**config.mk**
```make
export PLATFORM = sky130hd
export DESIGN_NAME = acc_tree_bank
export DESIGN_NICKNAME = d
export VERILOG_FILES = /design/src/rtl/acc_pkg.sv /design/src/rtl/acc_tree_pipe.sv /design/src/rtl/acc_tree_bank.sv
export SDC_FILE = /design/constraint.sdc
export NUM_CORES = 1
export LEC_CHECK = 0
export ABC_AREA = 0
export CORE_MARGIN = 2
export CORE_UTILIZATION = 50
export CTS_CLUSTER_SIZE = 8
export DETAILED_ROUTE_END_ITERATION = 8
export GPL_TIMING_DRIVEN = 0
export PLACE_DENSITY_LB_ADDON = 0.15
export SLEW_MARGIN = 15
export SYNTH_ARGS = -nofsm -noshare
export SYNTH_HDL_FRONTEND = slang
export SYNTH_SLANG_ARGS = --single-unit
```
**constraint.sdc**
```tcl
create_clock -name clk -period 4.7 [get_ports clk]
set_clock_uncertainty 0.2 [all_clocks]
set_input_delay 0.94 -clock clk [delete_from_list [all_inputs] [get_ports clk]]
set_output_delay 0.94 -clock clk [all_outputs]
set_load 0.1 [all_outputs]
```
**src/rtl/acc_pkg.sv**
```systemverilog
// Shared widths, error-cause indices and the output saturation helper for
// the banked adder-tree accumulator.
package acc_pkg;

  // Bit positions in the per-beat error-cause vector.
  localparam int ERR_SOP_OPEN    = 0;  // sop arrived while the bank had an open packet
  localparam int ERR_BEAT_CLOSED = 1;  // non-sop beat arrived on a closed bank
  localparam int ERR_CAUSES      = 2;

  typedef struct packed {
    logic               sat;
    logic signed [63:0] val;
  } sat_res_t;

  // Number of registered adder levels; a single lane needs none.
  function automatic int tree_levels(input int cpf);
    return (cpf <= 1) ? 0 : $clog2(cpf);
  endfunction

  function automatic int tree_w(input int m_dw, input int cpf);
    return m_dw + tree_levels(cpf);
  endfunction

  function automatic int sel_w(input int num_acc);
    return (num_acc <= 1) ? 1 : $clog2(num_acc);
  endfunction

  // Clamp a signed value (at most 64 bits wide) into out_w signed bits.
  function automatic sat_res_t sat_trunc(input logic signed [63:0] value,
                                         input int unsigned out_w);
    logic signed [63:0] hi;
    logic signed [63:0] lo;
    sat_res_t r;
    r.sat = 1'b0;
    r.val = value;
    if (out_w < 64) begin
      hi = (64'sd1 <<< (out_w - 1)) - 64'sd1;
      lo = -hi - 64'sd1;
      if (value > hi) begin
        r.val = hi;
        r.sat = 1'b1;
      end else if (value < lo) begin
        r.val = lo;
        r.sat = 1'b1;
      end
    end
    return r;
  endfunction

endpackage

```
**src/rtl/acc_tree_pipe.sv**
```systemverilog
// Pipelined binary adder tree over CPF signed lanes (zero-padded to a power
// of two) with a matching sideband delay line for vld/sop/eop/sel.
module acc_tree_pipe
  import acc_pkg::*;
#(
  parameter int CPF   = 4,
  parameter int M_DW  = 32,
  parameter int SEL_W = 1,
  localparam int TL   = tree_levels(CPF),
  localparam int T_W  = tree_w(M_DW, CPF)
) (
  input  logic                  clk,
  input  logic                  rst,
  input  logic [CPF*M_DW-1:0]   mul,
  input  logic                  in_vld,
  input  logic                  in_sop,
  input  logic                  in_eop,
  input  logic [SEL_W-1:0]      in_sel,
  output logic signed [T_W-1:0] t,
  output logic                  t_vld,
  output logic                  t_sop,
  output logic                  t_eop,
  output logic [SEL_W-1:0]      t_sel
);

  localparam int NP   = 1 << TL;
  localparam int SB_W = SEL_W + 3;

  if (TL == 0) begin : g_flat
    assign t     = T_W'($signed(mul[M_DW-1:0]));
    assign t_vld = in_vld;
    assign t_sop = in_sop;
    assign t_eop = in_eop;
    assign t_sel = in_sel;
  end else begin : g_tree
    // Heap-ordered tree: node 0 is the root, leaves follow the NP-1 adders.
    // Every node is carried at the full T_W width; the headroom above each
    // level's natural width is pure sign extension, so results are identical
    // to a per-level growing datapath.
    logic signed [T_W-1:0] node  [NP-1];
    logic signed [T_W-1:0] all_n [2*NP-1];
    logic [SB_W-1:0]       sb    [TL];

    // Assemble adder outputs and sign-extended (or zero-padded) input lanes.
    always_comb begin
      for (int unsigned k = 0; k < NP - 1; k++) all_n[k] = node[k];
      for (int unsigned k = 0; k < NP; k++) all_n[NP-1+k] = '0;
      for (int unsigned k = 0; k < CPF; k++)
        all_n[NP-1+k] = T_W'($signed(mul[k*M_DW +: M_DW]));
    end

    // One registered 2-input add per node; no enable, no reset on data.
    always_ff @(posedge clk) begin
      for (int unsigned i = 0; i < NP - 1; i++)
        node[i] <= all_n[2*i+1] + all_n[2*i+2];
    end

    // Sideband travels TL stages alongside the data; reset drops in-flight beats.
    always_ff @(posedge clk) begin
      if (rst) begin
        for (int unsigned i = 0; i < TL; i++) sb[i] <= '0;
      end else begin
        sb[0] <= {in_vld, in_sop, in_eop, in_sel};
        for (int unsigned i = 1; i < TL; i++) sb[i] <= sb[i-1];
      end
    end

    assign t = node[0];
    assign {t_vld, t_sop, t_eop, t_sel} = sb[TL-1];
  end

endmodule

```
**src/rtl/acc_tree_bank.sv**
```systemverilog
// Banked adder-tree accumulator: sums CPF products per beat, accumulates per
// bank across a sop..eop packet and emits a framed result strobe.
// Optional: define ACC_TREE_BANK_SAT_EN to clamp the result into OUT_W bits
// (sat_o flags clamping); otherwise the result wraps and sat_o stays 0.
module acc_tree_bank
  import acc_pkg::*;
#(
  parameter int CPF       = 4,
  parameter int M_DW      = 32,
  parameter int ACC_WIDTH = 40,
  parameter int OUT_W     = 32,
  parameter int NUM_ACC   = 1,
  localparam int SEL_W    = sel_w(NUM_ACC),
  localparam int T_W      = tree_w(M_DW, CPF)
) (
  input  logic                clk,
  input  logic                rst,
  input  logic [CPF*M_DW-1:0] mul,
  input  logic                in_vld,
  input  logic                in_sop,
  input  logic                in_eop,
  input  logic [SEL_W-1:0]    in_sel,
  output logic [OUT_W-1:0]    a_o,
  output logic                a_vld,
  output logic [SEL_W-1:0]    a_sel,
  output logic                sat_o,
  output logic                err_o
);

  logic signed [T_W-1:0]       t;
  logic                        t_vld;
  logic                        t_sop;
  logic                        t_eop;
  logic [SEL_W-1:0]            t_sel;
  logic [SEL_W-1:0]            bank;
  logic                        bank_ok;
  logic                        cur_open;
  logic signed [ACC_WIDTH-1:0] acc_q [NUM_ACC];
  logic [NUM_ACC-1:0]          open_q;
  logic signed [ACC_WIDTH-1:0] acc_cur;
  logic signed [ACC_WIDTH-1:0] t_ext;
  logic signed [ACC_WIDTH-1:0] sum;
  logic [ERR_CAUSES-1:0]       err_hit;
  logic [OUT_W-1:0]            res;
  logic                        res_sat;
  logic                        fire;
`ifdef ACC_TREE_BANK_SAT_EN
  sat_res_t                    sr;
`endif

  acc_tree_pipe #(
    .CPF  (CPF),
    .M_DW (M_DW),
    .SEL_W(SEL_W)
  ) u_tree (
    .clk   (clk),
    .rst   (rst),
    .mul   (mul),
    .in_vld(in_vld),
    .in_sop(in_sop),
    .in_eop(in_eop),
    .in_sel(in_sel),
    .t     (t),
    .t_vld (t_vld),
    .t_sop (t_sop),
    .t_eop (t_eop),
    .t_sel (t_sel)
  );

  // Bank select, running sum, protocol checks and output formatting.
  always_comb begin
    bank     = (NUM_ACC == 1) ? '0 : t_sel;
    // Selects beyond NUM_ACC (non-power-of-two bank counts) are dropped.
    bank_ok  = (32'(bank) < NUM_ACC);
    cur_open = bank_ok ? open_q[bank] : 1'b0;
    acc_cur  = bank_ok ? acc_q[bank] : '0;
    t_ext    = ACC_WIDTH'(t);
    sum      = t_sop ? t_ext : acc_cur + t_ext;
    fire     = t_vld & t_eop & bank_ok;
    err_hit                  = '0;
    err_hit[ERR_SOP_OPEN]    = t_vld & bank_ok &  t_sop &  cur_open;
    err_hit[ERR_BEAT_CLOSED] = t_vld & bank_ok & ~t_sop & ~cur_open;
`ifdef ACC_TREE_BANK_SAT_EN
    sr      = sat_trunc(64'(sum), OUT_W);
    res     = sr.val[OUT_W-1:0];
    res_sat = sr.sat;
`else
    res     = sum[OUT_W-1:0];
    res_sat = 1'b0;
`endif
  end

  // Per-bank accumulators, packet-open flags and sticky error.
  always_ff @(posedge clk) begin
    if (rst) begin
      for (int unsigned b = 0; b < NUM_ACC; b++) acc_q[b] <= '0;
      open_q <= '0;
      err_o  <= 1'b0;
    end else begin
      if (t_vld && bank_ok) begin
        acc_q[bank]  <= sum;
        open_q[bank] <= ~t_eop;
      end
      err_o <= err_o | (|err_hit);
    end
  end

  // Result register: strobe for one cycle, hold data between strobes.
  always_ff @(posedge clk) begin
    if (rst) begin
      a_o   <= '0;
      a_vld <= 1'b0;
      a_sel <= '0;
      sat_o <= 1'b0;
    end else begin
      a_vld <= fire;
      if (fire) begin
        a_o   <= res;
        a_sel <= bank;
        sat_o <= res_sat;
      end
    end
  end

endmodule
```
==> metrics.md <==
| Metric | Value |
|---|---|
| Dominant synthesized flop cell | `dfxtp_1` |
| Drt total wl | `25800 um` |
| Largest net degree at the start of global routing | `33` |
| Internal reg-to-reg setup slack | `1.03 ns` |
| RSZ-0062 raised after global routing | `no` |
| Hold Path Depth | `2` |
| Initial antenna violation count | `0` |
| Global-route wire length before repair | `42400 um` |
| Multiplexer area fraction after synthesis | `1.19%` |
| Final ANT Viol Nets | `0` |
| Sw frac | `39.9%` |
| Final-report setup violation count | `0` |
| Worst Path Arrival | `4.17 ns` |
| Critical path type | `input port to flip-flop` |
| Rel. slew slack | `35.0%` |
| Clk slew on worst S/H paths | `0.07 ns` |
| Final #Nets | `1689` |
| Hold_buf cts | `0` |
| Die Height | `152 um` |
| Hold Path End | `a_o[31]$_SDFFE_PP0P_` |
| Drt first pass iters | `5` |
| CTS root buffer | `clkbuf_16` |
| Critical R2R Launch | `u_tree.g_tree.node[0][68]$_DFF_P_` |
| Core Area | `0.0217 sq mm` |
| Worst Setup Slack post-DPL | `0.232 ns` |
| Hold_sp | `a_o[31]$_SDFFE_PP0P_` |
| Via count | `9448` |
| CTS tree | `done` |
| Yosys reg bits | `169` |
| Die ar. | `0.0231 sq mm` |
| Starting density of the core | `50.6%` |
| DPL Wire Length | `20700 um` |
| Clk sinks | `169` |
| Min-Delay Path Class | `flip-flop to flip-flop` |
| Post-synth EDFFs | `32` |
| Final WS setup | `0.668 ns` |
| Power Density | `472 mW/mm^2` |
| Netlist cell types | `78` |
| Max clock buf depth | `2` |
| Leakage | `5.69 nW` |
| PortBufs | `166` |
| Worst reg2reg path endpoint | `u_tree.g_tree.node[0][30]$_DFF_P_` |
| Slew @ Worst Pin | `0.972 ns` |
| Post-Synth Adder-Cell Area | `14.9%` |
| DR iter-0 viols | `477` |
| Synth Warn # | `0` |
| Compound-Gate Fraction of Synth Area | `24.5%` |
| CTS resizes | `0` |
| Layout cell share with drive strength beyond 1 | `3.89%` |
| Routability cong. | `0.927` |
| Post-synthesis simple-gate area fraction | `15.2%` |
| Synthesized cell area | `0.0110 sq mm` |
| Crit path required time | `4.84 ns` |
| Routed wire per std cell | `15.0 um` |
| Crit-path max FO | `4` |
| Maxcap violations | `0` |
| Fin crit period | `4.03 ns` |
| Hold violation count in the final report | `0` |
| Sw power | `2.55 mW` |
| Die W | `152 um` |
| Mapped Cells | `1241` |
| Internal power | `3.85 mW` |
| Ant. Diodes | `0` |
| Clock latency on the worst-skew pair | `0.43 ns` |
| CTS H-tree lvls | `4` |
| Critical path endpoint category | `flip-flop` |
| Post-CTS Setup Inserts | `0` |
| XOR/XNOR Fraction of Synth Area | `7.82%` |
| Setup TNS | `0 ns` |
| Worst VDD drop | `0.277 mV` |
| Vias per std cell | `5.49` |
| Grt ovf | `0` |
| P&R area growth vs syn | `23.7%` |
| Total Routing Usage GR | `22.0%` |
| R2r worst-path depth | `11` |
| TritonCTS buffer count | `17` |
| Largest family of logic cells by synthesized area | `compound AO/OA/AOI/OAI gates` |
| Design Area, Final | `0.0136 sq mm` |
| IO Count | `170` |
| DRC Markers | `0` |
| Final period util | `85.8%` |
| Sequential Power Share | `30.8%` |
| Placed cell area | `0.0130 sq mm` |
| Outcome | `completed` |
| Peak Freq | `248 MHz` |
| Core Rows | `54` |
| Async S/R FF share, synth | `0%` |
| Max-slew violation count | `0` |
| Register area share after synthesis | `33.8%` |
| Vias in the first global route | `8909` |
| Logic pwr share | `47.8%` |
| Mean Syn Cell Area | `8.84 sq um` |
| Clock share of power | `21.4%` |
| Crit path launch type | `input port` |
-- through the flow --
step                      instances  util (%)  total power, mW  hold WS (ns)
final                          1720      62.6             6.41         0.251
after floorplan                1242         -             4.29         0.214
after global placement         1688      59.9             4.98         0.231
after global routing           1720      62.6             6.87         0.269
after detailed placement       1688      59.9             5.01         0.234
after CTS                      1720      62.6             6.41         0.254
-- flip-flops by register name, indices dropped and copies added (netlist names) --
| name | cells |
|---|---|
| a_vld | 1 |
| a_o | 32 |
| err_o | 1 |
| u_tree.g_tree.node | 96 |
| cur_open | 1 |
| acc_q | 32 |
| u_tree.g_tree.sb | 6 |
-- worst max-delay path by stage --
stage                                             end  cells after the start  startpoint
global placement    u_tree.g_tree.node[0][64]$_DFF_P_                     12      mul[0]
CTS                 u_tree.g_tree.node[0][64]$_DFF_P_                     12      mul[0]
detailed placement  u_tree.g_tree.node[0][64]$_DFF_P_                     12      mul[0]
finish              u_tree.g_tree.node[0][64]$_DFF_P_                     12      mul[0]
global route        u_tree.g_tree.node[0][64]$_DFF_P_                     12      mul[0]
floorplan           u_tree.g_tree.node[0][64]$_DFF_P_                     11      mul[0]
-- layout make-up --
type | count | area [sq um]
plain buffers | 33 | 140
clock buffers | 17 | 425
clock inverters | 15 | 160
fillers | 1897 | 8110
inverters | 38 | 143
multi-input cells | 1002 | 6990
flip-flops and latches | 169 | 3700
well taps | 280 | 350
repair buffers | 166 | 1660
-- power by group through the flow --
| stage | Combinational, mW | Sequential (mW) | Clock, mW |
|---|---|---|---|
| 6_report | 3.06 | 1.97 | 1.37 |
| 5_1_grt | 3.41 | 2.00 | 1.46 |
| 4_1_cts | 3.04 | 1.97 | 1.40 |
| 3_5_place_dp | 3.02 | 2.00 | 0 |
| 3_3_place_gp | 2.99 | 1.99 | 0 |
| 2_1_floorplan | 2.32 | 1.97 | 0 |
-- layer usage --
| metal | GRT usage (%) | share of wire (%) |
|---|---|---|
| met5 | 0 | 0 |
| met3 | 3.64 | 4.1 |
| met4 | 5.70 | 1.5 |
| met1 | 30.5 | 49 |
| met2 | 36.1 | 45 |
-- cells in the mapped netlist, types with 5 or more instances --
master | instances | area share [%]
nor2_1 | 111 | 3.8
o211ai_1 | 12 | 0.82
a21o_1 | 53 | 3.6
o21a_1 | 23 | 1.6
a211o_1 | 5 | 0.40
o21bai_1 | 16 | 1.1
o21ai_1 | 25 | 1.1
mux2i_1 | 13 | 1.2
nor3b_1 | 5 | 0.34
inv_1 | 38 | 1.3
clkbuf_1 | 25 | 0.86
nor3_1 | 30 | 1.4
xnor2_1 | 59 | 4.7
o21ai_0 | 50 | 2.3
a211oi_1 | 18 | 1.2
xor2_1 | 39 | 3.1
a31oi_1 | 11 | 0.63
nand2_1 | 100 | 3.4
a2111oi_0 | 6 | 0.48
nand4_1 | 15 | 0.86
edfxtp_1 | 32 | 8.8
a21oi_1 | 111 | 5.1
o31ai_1 | 10 | 0.68
nand2b_1 | 8 | 0.46
dfxtp_1 | 137 | 25
nor2b_1 | 25 | 1.4
nand3_1 | 34 | 1.6
and3_1 | 11 | 0.63
a311oi_1 | 5 | 0.40
ha_1 | 124 | 14
a22o_1 | 6 | 0.48
-- layout by cell type (no fill, tap or decap), types with 13 or more instances in the layout --
| cell type | count |
|---|---|
| clkbuf_16 | 17 |
| nor2_1 | 111 |
| mux2i_1 | 13 |
| a21oi_1 | 111 |
| dfxtp_1 | 137 |
| nand3_1 | 34 |
| o21ai_0 | 50 |
| edfxtp_1 | 32 |
| xnor2_1 | 59 |
| o21ai_1 | 25 |
| nand2_1 | 100 |
| o21a_1 | 23 |
| a211oi_1 | 18 |
| a21o_1 | 53 |
| xor2_1 | 39 |
| ha_1 | 124 |
| inv_1 | 38 |
| nor2b_1 | 25 |
| o21bai_1 | 16 |
| nor3_1 | 30 |
| clkbuf_1 | 25 |
| clkdlybuf4s50_1 | 166 |
| nand4_1 | 15 |
-- critical path, stage by stage --
cell             delay, ns
clkdlybuf4s50_1       0.40
ha_1                  0.25
fa_1                  0.42
a21o_1                0.21
a2111oi_2             0.45
o211ai_1              0.20
a21oi_1               0.30
nor4_1                0.14
o311ai_2              0.35
a211o_1               0.22
nand2_1               0.06
a311oi_1              0.24
-- kinds of logic after synthesis --
family | after synthesis
other cells | 1
simple gates | 361
buf+inv | 71
xor+xnor | 98
compound gates | 400
mux | 13
fa+ha+maj | 128
flops | 169
Power figures use the tool's default switching activity.
